--- config.mk ---
export PLATFORM = sky130hd
export DESIGN_NAME = uart_rx_os
export DESIGN_NICKNAME = d
export VERILOG_FILES = /design/src/rtl/uart_rx_os.sv
export SDC_FILE = /design/constraint.sdc
export NUM_CORES = 1
export LEC_CHECK = 0
export BUFFER_PORTS_ARGS = -buffer_cell sky130_fd_sc_hd__buf_4
export CORE_ASPECT_RATIO = 2
export CORE_UTILIZATION = 30
export DETAILED_ROUTE_END_ITERATION = 10
export SYNTH_ARGS = -nofsm -noshare
export SYNTH_HDL_FRONTEND = slang
export SYNTH_SLANG_ARGS = --single-unit
--- constraint.sdc ---
create_clock -name clk -period 5.51 [get_ports clk]
set_input_delay 1.653 -clock clk [delete_from_list [all_inputs] [get_ports clk]]
set_output_delay 1.653 -clock clk [all_outputs]
set_load 0.005 [all_outputs]
--- src/rtl/uart_rx_os.sv ---
// uart_rx_os: oversampling UART receiver with 3-sample majority vote, start-glitch
// rejection, framing/overrun flags and a valid/ready output handshake.
// Optional feature macro: UART_RX_PARITY_EN (adds one parity bit after the data bits).
module uart_rx_os #(
    parameter int unsigned CLK_HZ     = 27000000,
    parameter int unsigned BAUD       = 9600,
    parameter int unsigned OSR        = 16,
    parameter int unsigned DATA_BITS  = 8,
    parameter int unsigned STOP_BITS  = 1,
    parameter int unsigned PARITY_ODD = 0
) (
    input  logic                 clk,
    input  logic                 rst,
    input  logic                 rx,
    output logic [DATA_BITS-1:0] data,
    output logic                 valid,
    input  logic                 ready,
    output logic                 frame_err,
    output logic                 parity_err,
    output logic                 overrun,
    output logic                 busy
);

    localparam int unsigned DIV    = (CLK_HZ + BAUD * OSR / 2) / (BAUD * OSR);
    localparam int unsigned TICK_W = (DIV > 1) ? $clog2(DIV) : 1;
    localparam int unsigned OS_W   = $clog2(OSR);
    localparam int unsigned BIT_W  = $clog2(DATA_BITS + 1);

    // Unsupported parameter sets never leave IDLE rather than misreceiving.
    localparam bit CFG_OK = (OSR % 2 == 0) && (OSR >= 8) && (DIV >= 1) &&
                            (DATA_BITS >= 5) && (DATA_BITS <= 9) &&
                            (STOP_BITS >= 1) && (STOP_BITS <= 2) && (PARITY_ODD <= 1);

    typedef enum logic [2:0] {
        IDLE,
        START,
        DATA,
`ifdef UART_RX_PARITY_EN
        PARITY,
`endif
        STOP
    } state_t;

    state_t state, next_state;

    logic                 sync1, rxs, rxs_d;
    logic [TICK_W-1:0]    tick_cnt;
    logic [OS_W-1:0]      os_cnt;
    logic                 samp0, samp1;
    logic [BIT_W-1:0]     bit_cnt;
    logic                 stop_cnt;
    logic [DATA_BITS-1:0] shift;
    logic                 frame_pend;
`ifdef UART_RX_PARITY_EN
    logic                 parity_pend;
`endif

    logic os_tick_c, decide_c, wrap_c, vote_c, last_stop_c, load_c;

    assign os_tick_c   = (state != IDLE) && (tick_cnt == TICK_W'(DIV - 1));
    assign decide_c    = os_tick_c && (os_cnt == OS_W'(OSR / 2 + 1));
    assign wrap_c      = os_tick_c && (os_cnt == OS_W'(OSR - 1));
    assign vote_c      = (samp0 & samp1) | (samp0 & rxs) | (samp1 & rxs);
    assign last_stop_c = (stop_cnt == 1'(STOP_BITS - 1));

    // State register.
    always_ff @(posedge clk or negedge rst) begin
        if (!rst) state <= IDLE;
        else      state <= next_state;
    end

    // Next-state decode and output-load strobe.
    always_comb begin
        next_state = state;
        load_c     = 1'b0;
        case (state)
            IDLE:   if (CFG_OK && rxs_d && !rxs) next_state = START;
            START: begin
                if (decide_c && vote_c) next_state = IDLE;
                else if (wrap_c)        next_state = DATA;
            end
            DATA: begin
                if (wrap_c && (bit_cnt == BIT_W'(DATA_BITS))) begin
`ifdef UART_RX_PARITY_EN
                    next_state = PARITY;
`else
                    next_state = STOP;
`endif
                end
            end
`ifdef UART_RX_PARITY_EN
            PARITY: if (wrap_c) next_state = STOP;
`endif
            STOP: begin
                if (decide_c && last_stop_c) begin
                    load_c     = 1'b1;
                    next_state = IDLE;
                end
            end
            default: next_state = IDLE;
        endcase
    end

    // Synchroniser, baud/oversample counters, vote samples and frame assembly.
    always_ff @(posedge clk or negedge rst) begin
        if (!rst) begin
            sync1      <= 1'b1;
            rxs        <= 1'b1;
            rxs_d      <= 1'b1;
            tick_cnt   <= '0;
            os_cnt     <= '0;
            samp0      <= 1'b1;
            samp1      <= 1'b1;
            bit_cnt    <= '0;
            stop_cnt   <= 1'b0;
            shift      <= '0;
            frame_pend <= 1'b0;
`ifdef UART_RX_PARITY_EN
            parity_pend <= 1'b0;
`endif
        end else begin
            sync1 <= rx;
            rxs   <= sync1;
            rxs_d <= rxs;
            if (state == IDLE) begin
                tick_cnt   <= '0;
                os_cnt     <= '0;
                bit_cnt    <= '0;
                stop_cnt   <= 1'b0;
                frame_pend <= 1'b0;
`ifdef UART_RX_PARITY_EN
                parity_pend <= 1'b0;
`endif
            end else begin
                tick_cnt <= os_tick_c ? '0 : tick_cnt + TICK_W'(1);
                if (os_tick_c)
                    os_cnt <= (os_cnt == OS_W'(OSR - 1)) ? '0 : os_cnt + OS_W'(1);
                if (os_tick_c && (os_cnt == OS_W'(OSR / 2 - 1))) samp0 <= rxs;
                if (os_tick_c && (os_cnt == OS_W'(OSR / 2)))     samp1 <= rxs;
                if (decide_c && (state == DATA)) begin
                    shift   <= {vote_c, shift[DATA_BITS-1:1]};
                    bit_cnt <= bit_cnt + BIT_W'(1);
                end
`ifdef UART_RX_PARITY_EN
                if (decide_c && (state == PARITY))
                    parity_pend <= vote_c ^ (^shift) ^ 1'(PARITY_ODD);
`endif
                if (decide_c && (state == STOP)) begin
                    if (!vote_c) frame_pend <= 1'b1;
                    stop_cnt <= stop_cnt + 1'b1;
                end
            end
        end
    end

    // Output holding registers and valid/ready handshake.
    always_ff @(posedge clk or negedge rst) begin
        if (!rst) begin
            data       <= '0;
            valid      <= 1'b0;
            frame_err  <= 1'b0;
            parity_err <= 1'b0;
            overrun    <= 1'b0;
            busy       <= 1'b0;
        end else begin
            busy <= (next_state != IDLE);
            if (load_c) begin
                data      <= shift;
                frame_err <= frame_pend | ~vote_c;
`ifdef UART_RX_PARITY_EN
                parity_err <= parity_pend;
`else
                parity_err <= 1'b0;
`endif
                valid   <= 1'b1;
                overrun <= valid & ~ready;
            end else if (valid && ready) begin
                valid      <= 1'b0;
                overrun    <= 1'b0;
                frame_err  <= 1'b0;
                parity_err <= 1'b0;
            end
        end
    end

endmodule

==> impl_metrics.env, run 1 <==
export IMPL_synth_top_family_by_area="simple AND/OR/NAND/NOR gates"
export IMPL_synth_edf_count=0
export IMPL_drc=0
export IMPL_slew_limit_headroom_pct=32.6
export IMPL_critPathLaunch="tick_cnt[0]"
export IMPL_synthXorXnorAreaFrac_pct=2.89
export IMPL_drt_initial_drc_count=57
export IMPL_synthToLayoutAreaGrowth_pct=15.6
export IMPL_grt_pass1_vias=1301
export IMPL_ant_nets=0
export IMPL_ir_drop_mv=0.141
export IMPL_grt_max_degree=47
export IMPL_final_max_slew_violation_count=0
export IMPL_cts_buffer_depth=2
export IMPL_synth_cells=180
export IMPL_gp_congestion=0.791
export IMPL_cp_start_kind="flop"
export IMPL_min_period_ns=2.59
export IMPL_syn_avg_cell_area_um2=11.8
export IMPL_synth_commonest_cells="dfrtp_1, nor2_1, nand2_1"
export IMPL_synth_warnings=0
export IMPL_fin_setup_tns_ns=0
export IMPL_drt_wl_total_mm=3.87
export IMPL_p_per_area_nw_per_um2=273
export IMPL_core_area_um2=6890
export IMPL_worstHoldStart="sync1"
export IMPL_cts_resized=0
export IMPL_cts_hold_buf=0
export IMPL_place_ws_ns=2.89
export IMPL_hpwl_mm=2.84
export IMPL_yosys_register_bits=46
export IMPL_rows=43
export IMPL_ys_flop_type="dfrtp_1"
export IMPL_nFillCells=715
export IMPL_dieArea_um2=7430
export IMPL_num_antenna_cells=0
export IMPL_synthSimpleGateAreaFrac_pct=16.5
export IMPL_synthDominantCellAreaShare_pct=48.4
export IMPL_cts_tree="yes"
export IMPL_path_max_fanout=11
export IMPL_cts_htree_levels=2
export IMPL_synth_area_leaders="dfrtp_1, dfstp_2, mux2_2"
export IMPL_fin_ws_ns=2.92
export IMPL_dieHeight_um=121
export IMPL_maxCapViolCount=0
export IMPL_chipWidth_um=61.5
export IMPL_clk_pin_slew_ns=0.06
export IMPL_numPortBuffers=15
export IMPL_antenna_found_initial=0
export IMPL_p_leak_nw=1.14
export IMPL_cp_end_kind="flop"
export IMPL_postCtsSetupBuffers=0
export IMPL_worst_pin_slew_ns=1.01
export IMPL_first_pass_iters=4
export IMPL_cp_required_ns=5.69
export IMPL_synth_most_common_cell="dfrtp_1"
export IMPL_status="complete, no violations"
export IMPL_fin_nets=207
export IMPL_final_period_utilization_pct=47.1
export IMPL_wire_per_inst_um=13.5
export IMPL_drive_gt1_share_pct=23.7
export IMPL_routed_via_count=1355
export IMPL_numCtsBuffers=5
export IMPL_worstPathArrival_ns=2.77
export IMPL_cts_sinks=46
export IMPL_synthAdderAreaFrac_pct=4.01
export IMPL_synth_top_area_cell="dfrtp_1"
export IMPL_viasPerCell=4.70
export IMPL_ys_types=43
export IMPL_overflow=0
export IMPL_finalSetupViolCount=0
export IMPL_clock_fmax_ghz=0.386
export IMPL_clk_latency_ns=0.29
export IMPL_io_pins=17
export IMPL_hold_class="flop to flop"
export IMPL_path_class="flop to flop"
export IMPL_synth_compound_area_share_pct=7.32
export IMPL_skew_ns=0.00754
export IMPL_syn_cell_area_um2=2120
export IMPL_clockRootBuffer="clkbuf_16"
export IMPL_rsz0062_at_grt="false"
export IMPL_grt_pass1_wl_mm=6.22
export IMPL_initial_core_util_pct=30.8
export IMPL_synth_async_reset_ratio_pct=100
export IMPL_seq_area_frac_synth_pct=54.6
export IMPL_hold_viol=0
export IMPL_reg2reg_from="tick_cnt[0]"
export IMPL_grtUsageTotal_pct=11.9
export IMPL_synth_mux_area_share_pct=10.7
stage by stage:
stage	instance area, um^2	hold WS [ns]	total power, mW	cells	utilization (%)
finish	2450	0.358	0.670	288	35.6
global route	2450	0.364	0.697	288	35.6
CTS	2450	0.362	0.678	288	35.6
detailed placement	2310	0.353	0.386	280	33.6
global placement	2310	0.346	0.385	280	33.6
floorplan	2120	0.345	0.372	181	-
report_power, final:
group / internal, mW / total (mW) / switching [mW] / leakage, nW
clock: 0.168 / 0.291 / 0.122 / 0.0641
sequential: 0.346 / 0.353 / 0.00712 / 0.618
combinational: 0.00872 / 0.0254 / 0.0167 / 0.454
per-layer routing:
metal	wire, um	vias to the layer above	GRT usage, %
li1	-	662	-
met4	94	0	6.25
met3	122	5	3.84
met2	2260	25	21.1
met5	0	-	0
met1	1400	663	11.5
state kept, by name, summed over array words and instances, names as in the netlist:
register	count
bit_cnt	4
busy	1
data	8
frame_err	1
frame_pend	1
os_cnt	4
overrun	1
rxs	1
rxs_d	1
samp0	1
samp1	1
shift	8
state	3
stop_cnt	1
sync1	1
tick_cnt	8
valid	1
critical path, stage by stage, from the launching register on:
cell	delay [ns]
dfrtp_1	0.38
ha_1	0.21
and4_1	0.43
nand4_4	0.20
nor3_2	0.84
mux2_2	0.41
cell type report:
type / instances / area, um^2 / area share, %
Clock buffer: 7 / 133 / 5.41
Timing Repair Buffer: 15 / 113 / 4.59
Clock inverter: 1 / 7.51 / 0.306
Inverter: 11 / 41.3 / 1.68
Sequential cell: 46 / 1160 / 47.2
Multi-Input combinational cell: 118 / 887 / 36.2
Tap cell: 90 / 113 / 4.59
cell usage in the layout, fill, tap and decap left out, drive strengths merged, types with 2 or more instances in the layout:
cell     n
dfstp    5
or3      3
or4      3
buf     15
dfrtp   41
mux2    17
nand2   12
nor3b    2
inv     11
o211ai   2
a21oi    5
nand3   10
and2     2
nand4    4
o31ai    2
xor2     6
o21ai    8
and3     3
nor3     4
clkbuf   7
nor2    13
ha       6
conb     2
cell families (layout without fill, tap and decap cells):
kind of cell    count (synthesis)  after routing
compound gates                 24             24
fa+ha+maj                       7              7
simple gates                   60             60
other cells                     1              2
flops                          46             46
mux                            18             18
xor+xnor                        7              7
buf+inv                        17             34
worst paths after layout:
check	slack [ns]	cells past startpoint	endpoint
setup / recovery	2.92	5	data[7]
hold / removal	0.36	0	rxs
setup reg to reg	2.92	5	data[7]
hold reg to reg	0.36	0	rxs
max in group asynchronous	3.75	1	valid
min in group asynchronous	1.35	1	shift[3]
(Power assumes the default switching activity.)
==> run 2, diff against run 1 <==
- clock period: 5.51 -> 2.1 ns (I/O delays scaled with it)
==> run 2 against run 1 <==
  * Utilization rose by 2.0 points
  * Die area unchanged
  * Flip-flop and latch count did not move
  * Via count rose by 3.9%
  * Hold slack got worse by 0.030 ns
  * First-iteration DRC count fell by 35%
  * Combinational power increased to 3.0 times the previous value
  * Fmax grew 33%
  * Critical path type unchanged
  * Largest power group is now the clock network
  * Highest routed layer unchanged
==> impl_metrics.env, run 2 (synthesized netlist as in run 1, its figures left out) <==
export IMPL_dieArea_um2=7430
export IMPL_critPathLaunch="tick_cnt[0]"
export IMPL_place_area_um2=2390
export IMPL_stdcell_area_um2=2590
export IMPL_num_antenna_cells=0
export IMPL_drt_wl_total_mm=3.97
export IMPL_grt_pass1_vias=1430
export IMPL_endpoint="busy"
export IMPL_clockRootBuffer="clkbuf_16"
export IMPL_chipWidth_um=61.5
export IMPL_dieHeight_um=121
export IMPL_numPortBuffers=15
export IMPL_worstPathArrival_ns=2.09
export IMPL_drt_initial_drc_count=37
export IMPL_dp_cells=291
export IMPL_worst_pin_slew_ns=0.561
export IMPL_final_period_utilization_pct=92.8
export IMPL_ir_drop_mv=0.398
export IMPL_top_regs="data x8, shift x8, tick_cnt x8"
export IMPL_max_stage_delay_ns=0.42
export IMPL_cts_tree="yes"
export IMPL_fin_setup_tns_ns=0
export IMPL_grtUsageTotal_pct=12.4
export IMPL_skew_ns=0.00503
export IMPL_clock_fmax_ghz=0.513
export IMPL_p_per_area_nw_per_um2=777
export IMPL_wire_per_inst_um=13.3
export IMPL_p_leak_nw=1.22
export IMPL_drive_gt1_share_pct=28.7
export IMPL_numCtsBuffers=5
export IMPL_drc=0
export IMPL_final_util_pct=37.6
export IMPL_finalSetupViolCount=0
export IMPL_hold_viol=0
export IMPL_grt_max_degree=47
export IMPL_first_pass_iters=4
export IMPL_viasPerCell=4.71
export IMPL_status="complete, no violations"
export IMPL_slew_limit_headroom_pct=62.6
export IMPL_gp_congestion=0.783
export IMPL_rows=43
export IMPL_reg2reg_from="tick_cnt[0]"
export IMPL_initial_core_util_pct=30.8
export IMPL_cts_buffer_depth=2
export IMPL_hpwl_mm=2.94
export IMPL_cp_start_kind="flop"
export IMPL_cp_required_ns=2.24
export IMPL_grt_pass1_wl_mm=6.60
export IMPL_path_cells="ha_1 > and4_1 > nand4_4 > buf_4 > o311ai_0 > nand3_1"
export IMPL_clk_latency_ns=0.29
export IMPL_reg2regPathDepth=6
export IMPL_overflow=0
export IMPL_cts_sinks=46
export IMPL_cts_htree_levels=2
export IMPL_final_cell_mix="dfrtp_1, buf_4, nor2_1"
export IMPL_rsz0062_at_grt="false"
export IMPL_fin_nets=218
export IMPL_path_max_fanout=7
export IMPL_cp_end_kind="flop"
export IMPL_path_class="flop to flop"
export IMPL_antenna_found_initial=0
export IMPL_core_area_um2=6890
export IMPL_min_period_ns=1.95
export IMPL_final_max_slew_violation_count=0
export IMPL_fin_cells=299
export IMPL_synthToLayoutAreaGrowth_pct=22.0
export IMPL_cts_hold_buf=0
export IMPL_cts_resized=0
export IMPL_rr_endpoint="busy"
export IMPL_postCtsSetupBuffers=0
export IMPL_maxCapViolCount=0
export IMPL_routed_via_count=1408
export IMPL_rrSetupSlack_ns=0.15
export IMPL_io_pins=17
export IMPL_whs_ns=0.328
export IMPL_ant_nets=0
export IMPL_nFillCells=712
export IMPL_hold_class="input pin to async pin"
export IMPL_slowest_stage="o311ai_0"
export IMPL_clk_pin_slew_ns=0.06
export IMPL_final_common_cell="dfrtp_1"
==> run 2: cell types whose count changed in the layout (fill, tap and decap cells not counted) <==
cell        delta
clkbuf_1       -2
clkinvlp_4     -1
bufinv_16      +2
clkinv_4       +1
buf_4         +11
==> run 2: critical path: cells and delay by family, from the launching register on <==
family	cells	cell delay, ns
DFF	1	0.38
AOI/OAI and AO/OA	1	0.42
and+or+nand+nor	3	0.60
buffers and inverters	1	0.18
adders and majority gates	1	0.22
==> run 2: metal layers <==
layer,track usage (%),routed length (um)
met2,23.6,2400
met3,3.20,104
met4,5.83,101
met5,0,0
met1,11.3,1370
==> run 2: final cells by class <==
class / count / area, um^2 / area share (%)
well taps: 90 / 113 / 4.35
repair buffers: 26 / 195 / 7.54
clock buffers: 5 / 125 / 4.84
flip-flops and latches: 46 / 1160 / 44.7
clock inverters: 3 / 68.8 / 2.66
multi-input cells: 118 / 887 / 34.3
inverters: 11 / 41.3 / 1.60
==> run 2: worst min-delay path by stage <==
| stage | startpoint | to | depth (start not counted) |
|---|---|---|---|
| floorplan | rst | bit_cnt[0] | 0 |
| global placement | sync1 | rxs | 0 |
| detailed placement | sync1 | rxs | 0 |
| CTS | rst | shift[4] | 1 |
| global route | sync1 | rxs | 0 |
| finish | rst | data[4] | 1 |
==> run 2: power by group <==
part | switching, mW | total [mW] | internal [mW]
combinational | 0.0489 | 0.0770 | 0.0281
clock | 0.328 | 1.01 | 0.683
sequential | 0.0146 | 0.923 | 0.909
==> run 2: metrics by stage <==
step / power [mW] / worst slack, ns
4_1_cts: 2.04 / 0.123
5_1_grt: 2.08 / 0.0116
6_report: 2.01 / 0.152
3_3_place_gp: 1.02 / 0.219
2_1_floorplan: 0.977 / 0.207
3_5_place_dp: 1.02 / 0.153
